**src/rtl/rr_ring_arbiter_pkg.sv**
```systemverilog
// Shared types and helpers for the round-robin ring arbiter.
package rr_ring_arbiter_pkg;

    // Arbiter FSM: idle (no grant) or holding one grant.
    typedef enum logic {
        ST_IDLE  = 1'b0,
        ST_GRANT = 1'b1
    } state_t;

    // Bit width needed to hold values 0..n-1, never less than one bit.
    function automatic int clog2w(input int n);
        return (n <= 2) ? 1 : $clog2(n);
    endfunction

    // Index of the set bit of a one-hot vector; 0 for an all-zero vector.
    function automatic int unsigned onehot_to_idx(input logic [63:0] v);
        int unsigned idx;
        idx = 0;
        for (int i = 0; i < 64; i++) begin
            if (v[i]) idx = i;
        end
        return idx;
    endfunction

endpackage

```
**src/rtl/rr_token_ring.sv**
```systemverilog
// One-hot ring priority pointer. Resets to bit 0 and only moves when loaded.
module rr_token_ring #(
    parameter int N = 4
)(
    input  logic         clk,
    input  logic         rst,
    input  logic         i_load,
    input  logic [N-1:0] i_next,
    output logic [N-1:0] o_token
);

    logic [N-1:0] r_token;

    // Token register: async reset to one-hot bit 0, load on grant release.
    always_ff @(posedge clk or posedge rst) begin
        if (rst) begin
            r_token <= {{(N-1){1'b0}}, 1'b1};
        end else if (i_load) begin
            r_token <= i_next;
        end
    end

    assign o_token = r_token;

endmodule

```
**src/rtl/rr_ring_arbiter.sv**
```systemverilog
// Round-robin arbiter with a rotating one-hot token and a per-grant burst
// limit. All outputs are registered; arbitration is combinational.
//
// Handshake: req is level-sensitive. A requester keeps req high until it has
// seen its gnt bit and finished; dropping req releases the grant at the next
// edge. A grant is also released after MAXBURST cycles even if req stays high.
module rr_ring_arbiter
    import rr_ring_arbiter_pkg::*;
#(
    parameter  int N        = 4,
    parameter  int MAXBURST = 8,
    localparam int IW       = clog2w(N),
    localparam int CW       = clog2w(MAXBURST + 1)
)(
    input  logic          clk,
    input  logic          rst,
    input  logic [N-1:0]  req,
    output logic [N-1:0]  gnt,
    output logic [IW-1:0] gnt_id,
    output logic          busy,
    output logic [N-1:0]  token,
    output logic [CW-1:0] burst_cnt,
    output state_t        dbg_state
);

    state_t        r_state;
    logic [N-1:0]  r_gnt;
    logic [IW-1:0] r_gnt_id;
    logic [CW-1:0] r_burst_cnt;

    state_t        w_state_nxt;
    logic [N-1:0]  w_gnt_nxt;
    logic [IW-1:0] w_gnt_id_nxt;
    logic [CW-1:0] w_burst_cnt_nxt;

    logic [N-1:0]  w_token;
    logic [N-1:0]  w_ring_next;
    logic          w_token_load;
    logic          w_release;
    logic [IW-1:0] w_ptr;
    logic          w_found;
    logic [IW-1:0] w_winner;

    // onehot((i+1) mod N) is simply the current grant rotated left by one.
    assign w_ring_next = {r_gnt[N-2:0], r_gnt[N-1]};

    // Release when the holder drops its request or its burst is used up.
    assign w_release = (r_state == ST_GRANT) &&
                       (!req[r_gnt_id] || (r_burst_cnt == CW'(MAXBURST)));

    // On a release the search already starts from the token's new position.
    assign w_ptr = IW'(onehot_to_idx(64'(w_release ? w_ring_next : w_token)));

    // Priority search: first requester at or above w_ptr, wrapping at N-1.
    always_comb begin
        int idx;
        idx      = 0;
        w_found  = 1'b0;
        w_winner = '0;
        for (int k = 0; k < N; k++) begin
            idx = int'(w_ptr) + k;
            if (idx >= N) idx = idx - N;
            if (!w_found && req[idx]) begin
                w_found  = 1'b1;
                w_winner = IW'(idx);
            end
        end
    end

    // Next-state and next-output logic of the grant FSM.
    always_comb begin
        w_state_nxt     = r_state;
        w_gnt_nxt       = r_gnt;
        w_gnt_id_nxt    = r_gnt_id;
        w_burst_cnt_nxt = r_burst_cnt;
        w_token_load    = 1'b0;
        case (r_state)
            ST_IDLE: begin
                if (w_found) begin
                    w_state_nxt             = ST_GRANT;
                    w_gnt_nxt               = '0;
                    w_gnt_nxt[w_winner]     = 1'b1;
                    w_gnt_id_nxt            = w_winner;
                    w_burst_cnt_nxt         = CW'(1);
                end
            end
            ST_GRANT: begin
                if (w_release) begin
                    w_token_load = 1'b1;
                    if (w_found) begin
                        w_gnt_nxt           = '0;
                        w_gnt_nxt[w_winner] = 1'b1;
                        w_gnt_id_nxt        = w_winner;
                        w_burst_cnt_nxt     = CW'(1);
                    end else begin
                        w_state_nxt         = ST_IDLE;
                        w_gnt_nxt           = '0;
                        w_gnt_id_nxt        = '0;
                        w_burst_cnt_nxt     = '0;
                    end
                end else begin
                    w_burst_cnt_nxt = r_burst_cnt + CW'(1);
                end
            end
            default: begin
                w_state_nxt     = ST_IDLE;
                w_gnt_nxt       = '0;
                w_gnt_id_nxt    = '0;
                w_burst_cnt_nxt = '0;
            end
        endcase
    end

    // FSM state and grant output registers with async reset.
    always_ff @(posedge clk or posedge rst) begin
        if (rst) begin
            r_state     <= ST_IDLE;
            r_gnt       <= '0;
            r_gnt_id    <= '0;
            r_burst_cnt <= '0;
        end else begin
            r_state     <= w_state_nxt;
            r_gnt       <= w_gnt_nxt;
            r_gnt_id    <= w_gnt_id_nxt;
            r_burst_cnt <= w_burst_cnt_nxt;
        end
    end

    rr_token_ring #(
        .N (N)
    ) u_token_ring (
        .clk     (clk),
        .rst     (rst),
        .i_load  (w_token_load),
        .i_next  (w_ring_next),
        .o_token (w_token)
    );

    assign gnt       = r_gnt;
    assign gnt_id    = r_gnt_id;
    assign busy      = |r_gnt;
    assign token     = w_token;
    assign burst_cnt = r_burst_cnt;
    assign dbg_state = r_state;

endmodule
```
**config.mk**
```make
export PLATFORM = sky130hd
export DESIGN_NAME = rr_ring_arbiter
export DESIGN_NICKNAME = d
export VERILOG_FILES = /design/src/rtl/rr_ring_arbiter_pkg.sv /design/src/rtl/rr_token_ring.sv /design/src/rtl/rr_ring_arbiter.sv
export SDC_FILE = /design/constraint.sdc
export NUM_CORES = 1
export LEC_CHECK = 0
export CAP_MARGIN = 10
export CELL_PAD_IN_SITES_DETAIL_PLACEMENT = 0
export CELL_PAD_IN_SITES_GLOBAL_PLACEMENT = 1
export CORE_MARGIN = 4
export CORE_UTILIZATION = 39
export DETAILED_ROUTE_END_ITERATION = 12
export PLACE_DENSITY = 0.86
export SYNTH_ARGS = -nofsm -noshare
export SYNTH_HDL_FRONTEND = slang
export SYNTH_SLANG_ARGS = --single-unit
```
**constraint.sdc**
```tcl
create_clock -name clk -period 6.85 [get_ports clk]
set_input_delay 0.685 -clock clk [delete_from_list [all_inputs] [get_ports clk]]
set_output_delay 0.685 -clock clk [all_outputs]
set_load 0.05 [all_outputs]
```
==> results.py, run 1 <==
metrics = {
    "status": {
        "status": "complete, no violations",
    },
    "detailed_routing": {
        "routedWlPerCell_um": 15.2,
        "drc": 0,
        "vias_per_cell": 5.75,
        "drt_wl_total_mm": 2.40,
        "final_antenna_net_count": 0,
        "drtIter0Drc": 42,
        "num_vias": 909,
        "first_pass_iters": 4,
    },
    "synthesis": {
        "netlist_instances": 108,
        "synth_top_area_share_pct": 35.5,
        "synthArstFlopShare_pct": 100,
        "yosysWarnings": 0,
        "synthesis.nets": 116,
        "yosys_most_used_dff": "dfrtp_1",
        "synth_area_per_cell_um2": 9.13,
        "ys_seq_area_share_pct": 38.2,
        "synth.distinct_cells": 40,
        "yosysTopAreaCell": "dfrtp_1",
        "synth-seq-cells": 15,
        "syn_area_um2": 986,
        "synthTopCellsByArea": "dfrtp_1 36%, o21ai_0 5.1%, nand2_1 4.9%",
        "synth_edf_count": 0,
    },
    "setup_path": {
        "crit_family": "compound AO/OA/AOI/OAI gates",
        "crit_slowest_cell": "clkdlybuf4s50_1",
        "reg2reg_depth": 9,
        "required_ps": 7030,
        "r2r_end": "gnt[0]$_DFFE_PP0P_",
        "crit_path_end_kind": "flop",
        "path_max_fanout": 11,
        "startpoint_type": "input pin",
        "crit_buf_inv": 1,
        "cp.depth": 8,
        "crit_type": "in -> reg",
        "crit_chain": "clkdlybuf4s50_1 -> mux2i_1 -> a31o_2 -> nor2_2 -> mux2_4 -> a221oi_2 -> nor2_1 -> a22o_1",
        "timing.rr.start": "burst_cnt[0]$_DFFE_PP0P_",
        "slowest_delay_ps": 620,
        "rrSetupSlack_ps": 4190,
        "cp.arrival_ps": 3150,
    },
    "floorplan": {
        "dieArea_mm2": 0.00340,
        "num_rows": 17,
        "fp.coreArea_mm2": 0.00232,
        "dieWidth_um": 58.3,
        "start_util_pct": 42.5,
        "io_pins": 22,
        "die_y_um": 58.3,
    },
    "timing": {
        "hold_viol": 0,
        "rsz0062_at_grt": "no",
        "tightest_slew_ps": 705,
        "setup_viol": 0,
        "hold_ws_ps": 561,
        "fmax_mhz": 337,
        "relSlewSlack_pct": 52.9,
        "min_period_over_period_pct": 43.4,
        "finalWorstSetupSlack_ps": 3880,
        "maxSlewViolCount": 0,
        "fin_setup_tns_ps": 0,
        "skew_ps": 6.57,
        "layout_min_cycle_time_ps": 2970,
    },
    "cts": {
        "cts_max_level": 1,
        "hold_buffers": 0,
        "cts_setup_buffers": 0,
        "clkLatencyLatePin_ps": 290,
        "clk_path_buf_depth": 2,
        "path_clk_slew_ps": 80,
        "cts-resized-gates": 0,
        "cts_made_buffers": 3,
        "cts_root_buffer": "clkbuf_4",
        "cts_sinks": 15,
        "cts_tree": "yes",
    },
    "power_and_ir_drop": {
        "p_leak_nw": 0.522,
        "p_per_area_mw_per_mm2": 504,
        "finalPower_uw": 624,
        "peakVddDrop_mv": 0.335,
    },
    "placed_design": {
        "dp_slack_ps": 3610,
        "post-place-cells": 154,
        "post-dp-hpwl_mm": 1.77,
        "io_buffers": 21,
        "gp_congestion": 0.810,
    },
    "hold_path": {
        "hold-path-endpoint": "gnt[3]$_DFFE_PP0P_",
        "hp-class": "reg -> reg",
        "hold_depth": 2,
        "worstHoldStart": "gnt[3]$_DFFE_PP0P_",
    },
    "finish": {
        "stdcell_count": 158,
        "fin_nets": 139,
        "num_antenna_cells": 0,
        "drive_gt1_share_pct": 11.5,
        "syn_to_final_growth_pct": 25.5,
    },
    "grt": {
        "antenna_found_initial": 0,
        "grt_use_total_pct": 15.4,
        "grt_max_degree": 16,
        "grt_pass1_vias": 844,
        "grt_pass1_wl_mm": 4.04,
        "overflow": 0,
    },
    "flow_run": {
        "maxCapViolCount": 0,
    },
}
-- flip-flops by register name, indices dropped and copies added (netlist names) --
register,flops
gnt,4
u_token_ring.o_token,4
burst_cnt,4
gnt_id,2
dbg_state,1
-- per-stage QoR --
step                area, um^2  util (%)
floorplan                  986         -
global placement          1210      52.2
finish                    1240      53.4
CTS                       1240      53.4
detailed placement        1210      52.2
global route              1240      53.4
-- report_power, final --
group	switching [mW]	leakage (nW)	total [mW]	internal, mW
logic	0.244	0.320	0.401	0.157
registers	0.0499	0.187	0.171	0.121
clock network	0.0293	0.0150	0.0520	0.0227
total	0.323	0.522	0.624	0.300
-- Yosys cell counts, types with 2 or more instances --
| library cell | n |
|---|---|
| a22o_1 | 2 |
| nor2b_1 | 4 |
| mux2i_1 | 3 |
| dfrtp_1 | 14 |
| nand3_1 | 2 |
| a21oi_1 | 2 |
| nor3_1 | 2 |
| nor2_1 | 12 |
| o21ai_0 | 10 |
| ha_1 | 2 |
| o21ai_1 | 2 |
| nor4b_1 | 2 |
| nand2b_1 | 3 |
| mux2_2 | 4 |
| nand2_1 | 13 |
| a31oi_1 | 2 |
| mux2_4 | 2 |
| inv_1 | 5 |
-- cells by family after synthesis --
family | Yosys count | synth area share, %
mux | 9 | 10.7
compound gates | 25 | 16.9
flops | 15 | 38.2
xor+xnor | 1 | 0.888
buf+inv | 8 | 3.93
simple gates | 48 | 26.9
fa+ha+maj | 2 | 2.54
-- placed cells by master, fill, tap and decap left out, types with 2 or more instances in the layout --
| cell type | Yosys | routed |
|---|---|---|
| nand3_1 | 2 | 2 |
| o21ai_1 | 2 | 2 |
| nor2_1 | 12 | 12 |
| nor3_1 | 2 | 2 |
| ha_1 | 2 | 2 |
| dfrtp_1 | 14 | 14 |
| a31oi_1 | 2 | 2 |
| a22o_1 | 2 | 2 |
| clkbuf_4 | 0 | 3 |
| o21ai_0 | 10 | 10 |
| nor4b_1 | 2 | 2 |
| nor2b_1 | 4 | 4 |
| mux2i_1 | 3 | 3 |
| a21oi_1 | 2 | 2 |
| inv_1 | 5 | 5 |
| nand2b_1 | 3 | 3 |
| nand2_1 | 13 | 13 |
| mux2_4 | 2 | 2 |
| mux2_2 | 4 | 4 |
| clkdlybuf4s50_1 | 0 | 21 |
-- cell type report --
class,count,area [um^2]
timing repair buffer,21,210
sequential,15,377
inverter,5,18.8
multi-input combinational,85,571
fill,215,1080
clock buffer,4,26.3
tap,28,35.0
-- how the worst max path moves through the flow --
stage	startpoint	endpoint	slack (ps)
after floorplan	burst_cnt[0]$_DFFE_PP0P_	gnt[0]$_DFFE_PP0P_	4240
after global placement	req[2]	gnt[3]$_DFFE_PP0P_	3670
after detailed placement	req[2]	gnt[0]$_DFFE_PP0P_	3610
after CTS	req[2]	gnt[0]$_DFFE_PP0P_	3920
after global routing	req[2]	gnt[0]$_DFFE_PP0P_	3700
final	req[2]	gnt[0]$_DFFE_PP0P_	3880
-- worst register-to-register path: stages (launching register included) --
cell      delay [ps]
dfrtp_1          400
inv_1             90
ha_1             220
and4b_1          210
a31o_2           240
nor2_2           430
mux2_4           360
a221oi_2         290
nor2_1           100
a22o_1           210
-- routing by layer --
layer  wire length (um)  global-route usage, %  up-vias
li1                   -                      -      435
met1               1180                   21.5      434
met2               1040                   22.8       35
met3                131                   2.00        5
met4                 47                   8.28        0
met5                  0                      0        -
Power figures use the tool's default switching activity.
==> run 2, diff against run 1 <==
--- a/config.mk
+++ b/config.mk
@@ -9,9 +9,9 @@
 export CELL_PAD_IN_SITES_DETAIL_PLACEMENT = 0
 export CELL_PAD_IN_SITES_GLOBAL_PLACEMENT = 1
 export CORE_MARGIN = 4
-export CORE_UTILIZATION = 39
+export CORE_UTILIZATION = 33
 export DETAILED_ROUTE_END_ITERATION = 12
-export PLACE_DENSITY = 0.86
+export PLACE_DENSITY = 0.78
 export SYNTH_ARGS = -nofsm -noshare
 export SYNTH_HDL_FRONTEND = slang
 export SYNTH_SLANG_ARGS = --single-unit
==> constraint.sdc (replaced) <==
create_clock -name clk -period 2.45 [get_ports clk]
set_input_delay 0.245 -clock clk [delete_from_list [all_inputs] [get_ports clk]]
set_output_delay 0.245 -clock clk [all_outputs]
set_load 0.05 [all_outputs]
==> run 2 against run 1 <==
  * Sequential cell count stayed put
  * Cell count is 8.2% higher
  * Via count is 3.0% higher
  * Register-to-register slack worse by 4100 ps
  * Global-route usage is 1.9 points lower
  * Largest cell class unchanged
  * Cell area is 7.3% higher
  * Worst setup slack worse by 3800 ps
  * Core utilization is 6.0 points lower
  * First-iteration DRC count is 50% lower
  * Non-clock buffer count is 10 higher
  * Die area is 16% higher
==> results.py, run 2 (synthesized netlist as in run 1, its figures left out) <==
metrics = {
    "setup_path": {
        "startpoint_type": "flop",
        "crit_chain": "inv_2 -> ha_1 -> and4b_1 -> a31o_2 -> nor2_4 -> mux2_4 -> a221oi_2 -> nor2_1 -> a22o_1",
        "required_ps": 2620,
        "cp.arrival_ps": 2550,
        "path_max_fanout": 5,
        "slowest_delay_ps": 400,
        "crit_family": "compound AO/OA/AOI/OAI gates",
        "crit_path_end_kind": "flop",
        "crit_slowest_cell": "dfrtp_2",
        "crit_type": "reg -> reg",
        "crit_buf_inv": 1,
    },
    "timing": {
        "layout_min_cycle_time_ps": 2380,
        "relSlewSlack_pct": 62.2,
        "setup_viol": 0,
        "fmax_mhz": 420,
        "maxSlewViolCount": 0,
        "tightest_slew_ps": 567,
        "hold_viol": 0,
        "skew_ps": 1.40,
        "min_period_over_period_pct": 97.2,
        "fin_setup_tns_ps": 0,
        "finalWorstSetupSlack_ps": 68.5,
    },
    "grt": {
        "grt_pass1_vias": 929,
        "grt_use_total_pct": 13.5,
        "grt_max_degree": 16,
        "overflow": 0,
        "antenna_found_initial": 0,
        "grt_pass1_wl_mm": 4.33,
    },
    "finish": {
        "seqCellArea_um2": 379,
        "drive_gt1_share_pct": 20.7,
        "fin_nets": 149,
        "num_antenna_cells": 0,
        "mostFrequentLayoutCells": "21 x clkdlybuf4s50_1, 13 x nand2_1, 12 x nor2_1, 12 x dfrtp_1",
        "syn_to_final_growth_pct": 34.6,
        "multiInputGateArea_um2": 579,
        "final_common_cell": "clkdlybuf4s50_1",
        "fill_cells": 268,
    },
    "cts": {
        "clk_path_buf_depth": 2,
        "clkLatencyLatePin_ps": 270,
        "cts_setup_buffers": 0,
        "cts_root_buffer": "clkbuf_4",
        "cts_sinks": 15,
        "cts_made_buffers": 3,
        "cts_tree": "yes",
        "cts_max_level": 1,
        "path_clk_slew_ps": 80,
    },
    "detailed_routing": {
        "vias_per_cell": 5.47,
        "num_vias": 936,
        "drt_wl_total_mm": 2.56,
        "final_antenna_net_count": 0,
        "drc": 0,
        "drtIter0Drc": 21,
        "routedWlPerCell_um": 15.0,
        "first_pass_iters": 4,
    },
    "flow_run": {
        "maxCapViolCount": 0,
    },
    "floorplan": {
        "num_rows": 19,
        "fp.coreArea_mm2": 0.00281,
        "dieArea_mm2": 0.00393,
        "die_y_um": 62.7,
        "dieWidth_um": 62.7,
        "io_pins": 22,
        "start_util_pct": 35.1,
    },
    "placed_design": {
        "gp_congestion": 0.848,
        "dp_slack_ps": 38.6,
        "post-dp-hpwl_mm": 1.98,
        "io_buffers": 21,
    },
    "status": {
        "status": "complete, no violations",
    },
    "power_and_ir_drop": {
        "p_per_area_mw_per_mm2": 1370,
        "p_leak_nw": 0.568,
        "peakVddDrop_mv": 0.645,
    },
    "hold_path": {
        "hp-class": "in -> async",
    },
}
## run 2: worst paths after layout
kind                                          start                                   to  slack [ps]  depth (start not counted)
min in group clk                 gnt[3]$_DFFE_PP0P_                   gnt[3]$_DFFE_PP0P_         570                          2
max in group asynchronous                       rst             burst_cnt[0]$_DFFE_PP0P_        1720                          2
max reg2reg                burst_cnt[0]$_DFFE_PP0P_                   gnt[1]$_DFFE_PP0P_          70                          9
min reg2reg                      gnt[3]$_DFFE_PP0P_                   gnt[3]$_DFFE_PP0P_         570                          2
max                        burst_cnt[0]$_DFFE_PP0P_                   gnt[1]$_DFFE_PP0P_          70                          9
min                                             rst  u_token_ring.o_token[1]$_DFFE_PP0P_         330                          2
## run 2: metal layers
| layer | vias up | global-route usage (%) | part of all wire, % |
|---|---|---|---|
| met1 | 456 | 18.8 | 49 |
| met5 | - | 0 | 0 |
| met2 | 17 | 19.3 | 45 |
| met4 | 0 | 6.61 | 2.1 |
| li1 | 457 | - | - |
| met3 | 6 | 3.42 | 4.1 |
## run 2: final cells by class
class	instances	share of cell area (%)
Tap cell	31	2.92
Timing Repair Buffer	31	21.5
Inverter	5	1.41
Sequential cell	15	28.6
Multi-Input combinational cell	85	43.6
Clock buffer	4	1.98
## run 2: timing repair
action,CTS,global route
hold buffers,0,0
endpoints found under the setup margin,0,5
resized for setup,0,2
## run 2: power by group
part	internal [mW]	total, mW	switching [mW]
Sequential	0.341	0.482	0.141
Clock	0.0630	0.136	0.0726
Combinational	0.497	1.21	0.709
Total	0.901	1.82	0.923
## run 2: worst reg2reg max path, stage by stage, from the launching register on
cell and delay (ps):
dfrtp_2 400, inv_2 50, ha_1 220, and4b_1 220, a31o_2 260, nor2_4 150, mux2_4 330, a221oi_2 330
nor2_1 110, a22o_1 210
## run 2: through the flow
step                      hold WS (ps)  cells  area (um^2)  power [mW]  utilization [%]
final                              328    171         1330        1.82             47.3
after global routing               376    171         1330        1.95             47.3
after CTS                          333    171         1320        1.82             47.0
after detailed placement           553    167         1290        1.67             46.1
after global placement             526    167         1290        1.67             46.1
after floorplan                    146    108          988        1.30                -
==> run 3, diff against run 2 <==
--- a/config.mk
+++ b/config.mk
@@ -5,13 +5,13 @@
 export SDC_FILE = /design/constraint.sdc
 export NUM_CORES = 1
 export LEC_CHECK = 0
-export CAP_MARGIN = 10
+export CAP_MARGIN = 20
 export CELL_PAD_IN_SITES_DETAIL_PLACEMENT = 0
 export CELL_PAD_IN_SITES_GLOBAL_PLACEMENT = 1
 export CORE_MARGIN = 4
 export CORE_UTILIZATION = 33
 export DETAILED_ROUTE_END_ITERATION = 12
-export PLACE_DENSITY = 0.78
+export PLACE_DENSITY = 0.71
 export SYNTH_ARGS = -nofsm -noshare
 export SYNTH_HDL_FRONTEND = slang
 export SYNTH_SLANG_ARGS = --single-unit
==> run 3 against run 2 <==
  * Cell area up 4.5%
  * Core utilization up 2.1 points
  * Register-to-register slack better by 40 ps
  * First-iteration DRC count up 110%
  * Critical path type unchanged
  * Clock power is 9% higher
  * Largest power group unchanged
  * Clock-buffer cell count decreased by 1
==> results.py, run 3 (synthesized netlist as in run 1, its figures left out) <==
metrics = {
    "setup_path": {
        "crit_type": "reg -> reg",
        "crit_family": "simple AND/OR/NAND/NOR gates",
        "path_max_fanout": 3,
        "crit_slowest_cell": "or4_4",
        "required_ps": 2690,
        "crit_path_end_kind": "flop",
        "crit_chain": "inv_2 -> ha_2 -> and4b_1 -> a31o_2 -> buf_4 -> or4_4 -> a21oi_4 -> a221oi_2 -> nor2_1 -> a22o_1",
        "cp.arrival_ps": 2580,
        "slowest_delay_ps": 540,
        "startpoint_type": "flop",
        "crit_buf_inv": 2,
    },
    "grt": {
        "grt_pass1_wl_mm": 4.39,
        "grt_max_degree": 16,
        "overflow": 0,
        "grt_pass1_vias": 921,
        "grt_use_total_pct": 13.8,
        "antenna_found_initial": 0,
    },
    "floorplan": {
        "num_rows": 19,
        "dieWidth_um": 62.7,
        "fp.coreArea_mm2": 0.00281,
        "start_util_pct": 35.1,
        "die_y_um": 62.7,
        "dieArea_mm2": 0.00393,
        "io_pins": 22,
    },
    "timing": {
        "fmax_mhz": 427,
        "maxSlewViolCount": 0,
        "setup_viol": 0,
        "rsz0062_at_grt": "no",
        "skew_ps": 10.8,
        "hold_ws_ps": 302,
        "tightest_slew_ps": 582,
        "min_period_over_period_pct": 95.6,
        "hold_viol": 0,
        "relSlewSlack_pct": 61.2,
        "layout_min_cycle_time_ps": 2340,
    },
    "detailed_routing": {
        "first_pass_iters": 4,
        "final_antenna_net_count": 0,
        "routedWlPerCell_um": 14.5,
        "drtIter0Drc": 45,
        "num_vias": 957,
        "drt_wl_total_mm": 2.56,
        "drc": 0,
        "vias_per_cell": 5.44,
    },
    "power_and_ir_drop": {
        "peakVddDrop_mv": 0.670,
        "p_leak_nw": 0.595,
        "p_per_area_mw_per_mm2": 1370,
    },
    "finish": {
        "utilization_pct": 49.5,
        "mostFrequentLayoutCells": "21 x clkdlybuf4s50_1, 15 x buf_4, 13 x nand2_1",
        "syn_to_final_growth_pct": 40.7,
        "drive_gt1_share_pct": 26.2,
        "fin_nets": 154,
        "num_antenna_cells": 0,
        "final_common_cell": "clkdlybuf4s50_1",
    },
    "status": {
        "status": "complete, no violations",
    },
    "cts": {
        "cts_max_level": 1,
        "cts_root_buffer": "clkbuf_4",
        "cts_made_buffers": 3,
        "clkLatencyLatePin_ps": 290,
        "cts_tree": "yes",
        "clk_path_buf_depth": 2,
        "path_clk_slew_ps": 100,
        "cts_sinks": 15,
    },
    "placed_design": {
        "gp_congestion": 0.808,
        "post-dp-hpwl_mm": 2.02,
        "io_buffers": 21,
    },
    "hold_path": {
        "hp-class": "in -> async",
    },
    "flow_run": {
        "maxCapViolCount": 0,
    },
}
[run 3: metal layers]
metal	global-route usage [%]	wire [um]
met2	21.3	1190
met3	2.88	133
met1	19.4	1220
met5	0	0
met4	3.86	10
[run 3: per-stage QoR]
stage | TNS [ps] | setup slack, ps | total power, mW | cell area, um^2 | instances
2_1_floorplan | 0 | 23.9 | 1.30 | 988 | 108
3_3_place_gp | -49.1 | -24.7 | 1.71 | 1320 | 171
3_5_place_dp | -34.0 | -17.4 | 1.71 | 1320 | 171
4_1_cts | 0 | 43.4 | 1.87 | 1350 | 175
5_1_grt | 0 | 26.6 | 2.05 | 1390 | 176
6_report | 0 | 107 | 1.90 | 1390 | 176
[run 3: what timing repair did]
item,in CTS,in global routing
gates resized for setup,0,6
setup buffers,0,1
hold buffers,0,0
endpoints found under the hold margin,0,0
endpoints found under the setup margin,0,4
[run 3: layout make-up]
type                            count  area (um^2)
Clock buffer                        3         22.5
Timing Repair Buffer               36          323
Sequential cell                    15          379
Fill cell                         279         1420
Tap cell                           31         38.8
Inverter                            5         18.8
Multi-Input combinational cell     85          598
Clock inverter                      1         7.51
[run 3: worst register-to-register path, stage by stage (launching register included)]
cell and delay, ps:
dfrtp_2 370, inv_2 40, ha_2 180, and4b_1 210, a31o_2 240, buf_4 140, or4_4 540, a21oi_4 160
a221oi_2 90, nor2_1 170, a22o_1 140
[run 3: report_power, final]
| group | switching, mW | total (mW) | internal, mW |
|---|---|---|---|
| registers | 0.128 | 0.468 | 0.340 |
| clock network | 0.0858 | 0.148 | 0.0620 |
| logic | 0.737 | 1.29 | 0.549 |
[run 3: final timing paths]
check / startpoint / endpoint / slack, ps / cells after the start
hold reg to reg: gnt[3]$_DFFE_PP0P_ / gnt[3]$_DFFE_PP0P_ / 550 / 2
setup / recovery: burst_cnt[0]$_DFFE_PP0P_ / gnt[1]$_DFFE_PP0P_ / 110 / 10
min in group clk: gnt[3]$_DFFE_PP0P_ / gnt[3]$_DFFE_PP0P_ / 550 / 2
hold / removal: rst / gnt_id[1]$_DFFE_PP0P_ / 300 / 2
setup reg to reg: burst_cnt[0]$_DFFE_PP0P_ / gnt[1]$_DFFE_PP0P_ / 110 / 10
max in group asynchronous: rst / burst_cnt[1]$_DFFE_PP0P_ / 1720 / 2
